`src/rtl/instr_mem_ctrl.sv`:
```
// ---------------------------------------------------------------------------
// instr_mem_ctrl
//
// Slave side of the in-order instruction interface (req/gnt/valid). Each
// granted fetch is served from a single-port synchronous SRAM with one cycle
// of read latency. A fixed number of wait states can be added to every
// response to model slower program memory. Fetches that fall outside the
// SRAM window or are not word aligned do not touch the SRAM and answer with
// a bus error.
//
// Because every response takes exactly 1+WAIT_STATES cycles, responses come
// back in grant order without any reorder logic. The outstanding counter
// only throttles grants so that no more than MAX_OUTSTANDING requests are in
// flight at any time.
//
// Parameters:
//   ADDR_BASE        byte address of SRAM word 0 (word aligned)
//   MEM_DEPTH_WORDS  SRAM depth in 32-bit words (power of 2)
//   WAIT_STATES      extra response cycles, 0..7
//   MAX_OUTSTANDING  granted-but-unanswered requests allowed, 1..8
//
// Ports:
//   clk          in   clock, rising edge
//   reset_n      in   asynchronous active-low reset
//   instr_req    in   fetch request
//   instr_addr   in   fetch byte address (stable until granted)
//   instr_gnt    out  request accepted this cycle (combinational)
//   instr_valid  out  one response pulse per grant
//   instr_rdata  out  response data, 0 on error or when not valid
//   instr_err    out  response is a bus error, qualified by instr_valid
//   sram_ce      out  SRAM read enable
//   sram_addr    out  SRAM word address
//   sram_rdata   in   SRAM read data, valid the cycle after sram_ce
// ---------------------------------------------------------------------------
module instr_mem_ctrl #(
    parameter logic [31:0] ADDR_BASE       = 32'h0000_0000,
    parameter int          MEM_DEPTH_WORDS = 4096,
    parameter int          WAIT_STATES     = 0,
    parameter int          MAX_OUTSTANDING = 2,
    localparam int         AW              = $clog2(MEM_DEPTH_WORDS)
) (
    input  logic          clk,
    input  logic          reset_n,
    input  logic          instr_req,
    input  logic [31:0]   instr_addr,
    output logic          instr_gnt,
    output logic          instr_valid,
    output logic [31:0]   instr_rdata,
    output logic          instr_err,
    output logic          sram_ce,
    output logic [AW-1:0] sram_addr,
    input  logic [31:0]   sram_rdata
);

    localparam int             OCW       = $clog2(MAX_OUTSTANDING) + 1;
    localparam logic [OCW-1:0] OC_MAX    = OCW'(MAX_OUTSTANDING);
    localparam logic [31:0]    MEM_BYTES = 32'(MEM_DEPTH_WORDS * 4);

    logic [31:0]    offset;
    logic           in_range;
    logic           misaligned;
    logic           req_ok;
    logic           room;
    logic [OCW-1:0] oc;

    // Request decode. Addresses below ADDR_BASE wrap to a large offset and
    // therefore fall out of range without a separate lower-bound compare.
    assign offset     = instr_addr - ADDR_BASE;
    assign in_range   = offset < MEM_BYTES;
    assign misaligned = instr_addr[1:0] != 2'b00;
    assign req_ok     = in_range & ~misaligned;

    // A response leaving this cycle frees a slot, so a full counter still
    // allows a grant when instr_valid is high.
    assign room      = oc < OC_MAX;
    assign instr_gnt = reset_n & instr_req & (room | instr_valid);
    assign sram_ce   = instr_gnt & req_ok;
    assign sram_addr = offset[AW+1:2];

    always_ff @(posedge clk or negedge reset_n) begin
        if (!reset_n) begin
            oc <= '0;
        end else begin
            case ({instr_gnt, instr_valid})
                2'b10:   oc <= oc + OCW'(1);
                2'b01:   oc <= oc - OCW'(1);
                default: oc <= oc;
            endcase
        end
    end

    // Stage 0: response tag captured at the grant edge
    logic vld_p0;
    logic err_p0;

    always_ff @(posedge clk or negedge reset_n) begin
        if (!reset_n) begin
            vld_p0 <= 1'b0;
            err_p0 <= 1'b0;
        end else begin
            vld_p0 <= instr_gnt;
            err_p0 <= instr_gnt & ~req_ok;
        end
    end

    generate
        if (WAIT_STATES == 0) begin : g_direct
            // SRAM data is on sram_rdata while the stage-0 tag is valid
            assign instr_valid = vld_p0;
            assign instr_err   = vld_p0 & err_p0;
            assign instr_rdata = (vld_p0 & ~err_p0) ? sram_rdata : 32'h0;
        end else begin : g_delay
            logic        vld_pipe  [WAIT_STATES];
            logic        err_pipe  [WAIT_STATES];
            logic [31:0] data_pipe [WAIT_STATES];

            // Wait-state stages: control
            always_ff @(posedge clk or negedge reset_n) begin
                if (!reset_n) begin
                    for (int i = 0; i < WAIT_STATES; i++) begin
                        vld_pipe[i] <= 1'b0;
                        err_pipe[i] <= 1'b0;
                    end
                end else begin
                    vld_pipe[0] <= vld_p0;
                    err_pipe[0] <= err_p0;
                    for (int i = 1; i < WAIT_STATES; i++) begin
                        vld_pipe[i] <= vld_pipe[i-1];
                        err_pipe[i] <= err_pipe[i-1];
                    end
                end
            end

            // Wait-state stages: data. SRAM data is only live for one cycle,
            // so it is captured (or forced to 0 for errors) on leaving
            // stage 0.
            always_ff @(posedge clk) begin
                data_pipe[0] <= (vld_p0 & ~err_p0) ? sram_rdata : 32'h0;
                for (int i = 1; i < WAIT_STATES; i++) begin
                    data_pipe[i] <= data_pipe[i-1];
                end
            end

            // Data registers are not reset; gating by valid keeps the
            // output at 0 outside of a response.
            assign instr_valid = vld_pipe[WAIT_STATES-1];
            assign instr_err   = vld_pipe[WAIT_STATES-1] & err_pipe[WAIT_STATES-1];
            assign instr_rdata = vld_pipe[WAIT_STATES-1] ? data_pipe[WAIT_STATES-1] : 32'h0;
        end
    endgenerate

endmodule

```
`config.mk`:
```
export PLATFORM = sky130hd
export DESIGN_NAME = instr_mem_ctrl
export DESIGN_NICKNAME = d
export VERILOG_FILES = /design/src/rtl/instr_mem_ctrl.sv
export SDC_FILE = /design/constraint.sdc
export NUM_CORES = 1
export LEC_CHECK = 0
export CAP_MARGIN = 20
export CORE_ASPECT_RATIO = 0.8
export CORE_MARGIN = 1.5
export CORE_UTILIZATION = 16
export DETAILED_ROUTE_END_ITERATION = 10
export PLACE_DENSITY = 0.86
export SLEW_MARGIN = 25
export SYNTH_ARGS = -nofsm -noshare
export SYNTH_HDL_FRONTEND = slang
export SYNTH_SLANG_ARGS = --single-unit
```
`constraint.sdc`:
```
create_clock -name clk -period 1.3 [get_ports clk]
set_input_delay 0.13 -clock clk [delete_from_list [all_inputs] [get_ports clk]]
set_output_delay 0.13 -clock clk [all_outputs]
set_load 0.01 [all_outputs]
```
* Word level (Yosys, flattened, before mapping)
Cells that the tools add are included.
** Storage, ports and cells
- Register bits after elaboration :: 4
- Output and inout bits :: 48
- Input bits :: 67
- Word-level logic and storage cells :: 24
** Operators by class
- Equality and inequality tests :: 2
- Order comparisons :: 2
- $add $sub $neg :: 2
- Bitwise operators :: 11
- Muxes and demuxes :: 2
- Reduce and logical (&&, ||, !) cells :: 2
** Operators with widths (number)
- < comparator 32 x 15 -> 1 bit, second input constant :: 1
- 2-to-1 mux 32 bit :: 1
- AND 1 bit :: 7
- one-hot mux 2 bit (2 select lines) :: 1
- nonzero test 2 bit :: 2
- NOT 1 bit :: 3
- adder 2 x 1 -> 2 bit, second input constant :: 1
- equality test 2 x 1 -> 1 bit, second input constant :: 1
- equality test 2 bit, second input constant :: 1
- < comparator 2 bit, second input constant :: 1
- subtractor 2 x 1 -> 2 bit, second input constant :: 1
- bitwise OR 1 bit :: 1

* Depth between registers and ports, before layout
Gate-level depths: netlist of run 1.
- Depth after elaboration :: 5
- Depth in mapped cells :: 6
- Mapped depth without buffers :: 6

* Worst setup path after synthesis of run 1
No wires, ideal clock.
- Path kind :: register to register
- Start :: register vld_p0 (netlist: instr_valid)
- End :: register oc[1]
- Path slack :: -0.018 ns
- Arrival time :: 1.238 ns
- Data required time :: 1.220 ns
- Cell stages (with the launch flop) :: 5
- Cell sequence :: dfrtp_1 > o211ai_1 > ha_1 > nor2_1 > xnor2_1
** Between the ends
- Word-level cells in the longest chain between the ends :: 4
** RTL lines
- start: declaration :: line 93 : logic vld_p0;
- start signal: assignment :: line 101 : vld_p0 <= instr_gnt;
- bitwise OR 1 bit :: line 76 : assign instr_gnt = reset_n & instr_req & (room | instr_valid);
- AND 1 bit :: line 76
- equality test 2 x 1 -> 1 bit / equality test 2 bit (equally long branches) :: line 84 : case ({instr_gnt, instr_valid})
- one-hot mux 2 bit (2 select lines) / nonzero test 2 bit (equally long branches)
- end signal: assignment :: line 85 : 2'b10: oc <= oc + OCW'(1);
- end signal: assignment :: line 86 : 2'b01: oc <= oc - OCW'(1);
- end: declaration :: line 64 : logic [OCW-1:0] oc;
Parallel ways exist; a longest one is shown, timed or not.
A chain may end at the register's enable or synchronous reset.

* Worst setup path after layout of run 1
- Start :: register vld_p0 (netlist: instr_valid)
- End :: output sram_ce
** Between the ends
- Word-level cells in the longest chain between the ends :: 3
** RTL lines
- bitwise OR 1 bit :: line 76
- AND 1 bit :: line 76
- AND 1 bit :: line 77 : assign sram_ce = instr_gnt & req_ok;
- end: declaration :: line 50 : output logic sram_ce,
Every way passes these cells.

==> results of run 1 <==
cells by family after synthesis:
logic type	Yosys count	synth area share [%]
AOI/OAI and AO/OA	2	2.61
xor gates and xnor gates	3	4.98
adders and majority gates	1	2.37
buffers and inverters	17	20.6
DFF	4	19.0
and+or+nand+nor	42	50.5
stage by stage:
stage	power (W)	utilization, %	worst slack, ns	cell area [um2]	setup TNS (ns)
2_1_floorplan	0.000168	-	0.00237	528	0
3_3_place_gp	0.000292	46.4	-0.529	1440	-8.17
3_5_place_dp	0.000296	46.4	-0.561	1440	-8.67
4_1_cts	0.000564	43.6	-0.155	1360	-3.52
5_1_grt	0.000587	45.5	-0.208	1420	-4.81
6_report	0.000560	45.5	-0.121	1420	-2.89
final timing paths:
path | slack [ns] | cells after the start | endpoint | startpoint
setup / recovery | -0.12 | 4 | sram_ce | instr_valid
hold / removal | 0.20 | 2 | instr_valid | reset_n
setup reg to reg | -0.04 | 6 | oc[1] | instr_valid
hold reg to reg | 0.56 | 1 | oc[0] | oc[0]
max in group asynchronous | 1.00 | 2 | oc[0] | reset_n
min in group clk | 0.26 | 0 | sram_addr[4] | instr_addr[6]
registers in the layout, indices dropped and copies added (netlist names):
signal,flops
oc,2
err_p0,1
instr_valid,1
power breakdown:
group	switching (W)	total (W)	internal [W]	leakage [nW]
logic	0.0000293	0.000172	0.000143	0.688
clock network	0.0000645	0.000262	0.000197	0.0216
registers	0	0.000125	0.000125	0.0507
total	0.0000937	0.000560	0.000466	0.761
cell usage after synthesis:
cell | n | area, um2
a31oi_1 | 1 | 6.26
and3_1 | 1 | 6.26
nor4_1 | 5 | 31.3
o211ai_1 | 1 | 7.51
dfrtp_1 | 4 | 100
clkbuf_1 | 3 | 11.3
and4b_1 | 1 | 10.0
and2b_2 | 1 | 8.76
xnor2_1 | 3 | 26.3
buf_4 | 12 | 90.1
inv_1 | 2 | 7.51
nor2_1 | 1 | 3.75
and2_1 | 33 | 206
ha_1 | 1 | 12.5
worst register-to-register path, stage by stage (launching register included):
cell      delay [ns]
dfrtp_1         0.38
o211ai_1        0.24
buf_4           0.19
ha_4            0.14
xnor2_2         0.11
nor2_2          0.05
xnor2_1         0.11
metal layers:
layer	vias up	share of wire [%]
met4	0	0
met2	57	54
met3	0	14
met1	346	32
li1	385	-
met5	-	0
layout by cell type, fill, tap and decap left out, types with 2 or more instances in the layout:
cell / instances
buf_4: 9
nor4_2: 4
buf_6: 2
xnor2_1: 2
clkdlybuf4s50_1: 47
clkbuf_8: 3
and2_1: 32
dlymetal6s2s_1: 7
buf_2: 32
dfrtp_1: 4
cell type report:
class / count / area, um2 / share of cell area (%)
Timing Repair Buffer: 100 / 847 / 59.9
Tap cell: 40 / 50.0 / 3.54
Multi-Input combinational cell: 48 / 369 / 26.1
Inverter: 2 / 7.51 / 0.531
Clock buffer: 3 / 41.3 / 2.92
Sequential cell: 4 / 100 / 7.07
what timing repair did:
action	4_1_cts	5_1_grt
hold buffers	0	0
endpoints found under the setup margin	38	36
setup buffers	2	1
gates resized for setup	144	14
pin swaps	5	6
==> results.py, run 1 <==
metrics = {
    "status": {
        "outcome": "finished with violations",
        "violations": "negative setup slack",
    },
    "global_route": {
        "antenna_found_initial": 0,
        "grt_overflow": 0,
        "grt_first_pass_wirelength_um": 2800,
        "met1_usage_pct": 9.44,
        "grt_most_used_layer": "met2",
        "gr-usage-all-layers_pct": 10.2,
        "grt_pass1_vias": 705,
        "use_met3_pct": 5.35,
        "grt_max_degree": 33,
        "use_met2_pct": 20.1,
    },
    "pwr": {
        "power.leakage_nw": 0.761,
        "p_per_area_nw_per_um2": 396,
        "peakVddDrop_mv": 0.597,
    },
    "sta": {
        "setup_viol": 35,
        "post-route-period-util_pct": 109,
        "rsz0062_at_grt": "yes",
        "clock.fmax_mhz": 704,
        "hold_violations": 0,
        "hold_slack_ns": 0.202,
        "fin_ws_ns": -0.121,
        "worstMarginPinSlew_ns": 0.298,
        "slew_headroom_pct": 79.9,
        "slew_violations": 0,
        "finClkSkew_ns": 0.000535,
        "fin_crit_ns": 1.42,
    },
    "layout": {
        "drive_gt1_share_pct": 36.3,
        "fill_cells": 340,
        "instances_no_fill": 197,
        "areaGrowthSynthToFinish_pct": 168,
        "antennaDiodeCount": 0,
        "nets": 227,
    },
    "clocking": {
        "clock-sinks": 4,
        "h-tree-depth": 1,
        "cts.clk_slew.worst_paths_ns": 0.03,
        "clk_latency_ns": 0.22,
        "cts_root_buffer": "clkbuf_8",
        "cts_tree": "yes",
        "cts_buffers": 3,
        "cts.path.max_buffers": 2,
    },
    "worst_setup_path": {
        "cp-end-kind": "primary output",
        "slowest_delay_ns": 0.38,
        "crit_fanout": 4,
        "worstPathRequired_ns": 1.17,
        "cp.buffers_inverters": 2,
        "start_kind": "flop",
        "path_class": "flop to primary output",
        "critical-path-top-delay-family": "flip-flops",
        "cpMaxStageDelayCell": "dfrtp_1",
        "cp_cell_sequence": "o211ai_1 -> buf_4 -> and4b_1 -> buf_2",
        "arrival_ns": 1.29,
    },
    "logic_synthesis": {
        "synth_seq_cells": 4,
        "syn_nets": 137,
        "syn-instance-count": 69,
        "ys_types": 14,
        "ys_seq_area_share_pct": 19.0,
        "yosysWarnings": 0,
        "synth_area_um2": 528,
        "syn_area_per_cell_um2": 7.65,
    },
    "drt": {
        "drtAntennaViolNets": 0,
        "drc_errors": 0,
        "firstDrtPassIters": 2,
        "viasPerCell": 4.00,
        "wl_per_cell_um": 11.3,
        "routed_wl_um": 2220,
        "vias": 788,
        "drt_iter0_drc": 3,
    },
    "die": {
        "core_um2": 3110,
        "die_h_um": 54.4,
        "initial_core_util_pct": 17.0,
        "num_rows": 18,
        "io_pins": 115,
        "die_w_um": 67.2,
        "dieArea_um2": 3660,
    },
    "placed_design": {
        "hpwl_um": 1750,
        "placed_cells": 191,
        "io_buffer_count": 90,
        "place.gp.congestion": 0.657,
    },
    "hold_path": {
        "hp-class": "primary input to asynchronous set/reset pin",
    },
    "job": {
        "drv_cap": 0,
    },
}
Power figures use the tool's default switching activity.
==> inputs of run 2 (changes only) <==
--- a/config.mk
+++ b/config.mk
@@ -9,6 +9,7 @@
 export CORE_ASPECT_RATIO = 0.8
 export CORE_MARGIN = 1.5
 export CORE_UTILIZATION = 16
+export CTS_BUF_LIST = sky130_fd_sc_hd__clkbuf_8 sky130_fd_sc_hd__clkbuf_16
 export DETAILED_ROUTE_END_ITERATION = 10
 export PLACE_DENSITY = 0.86
 export SLEW_MARGIN = 25
==> results of run 2 <==
The final DEF is identical to that of run 1; final timing and power are the same.
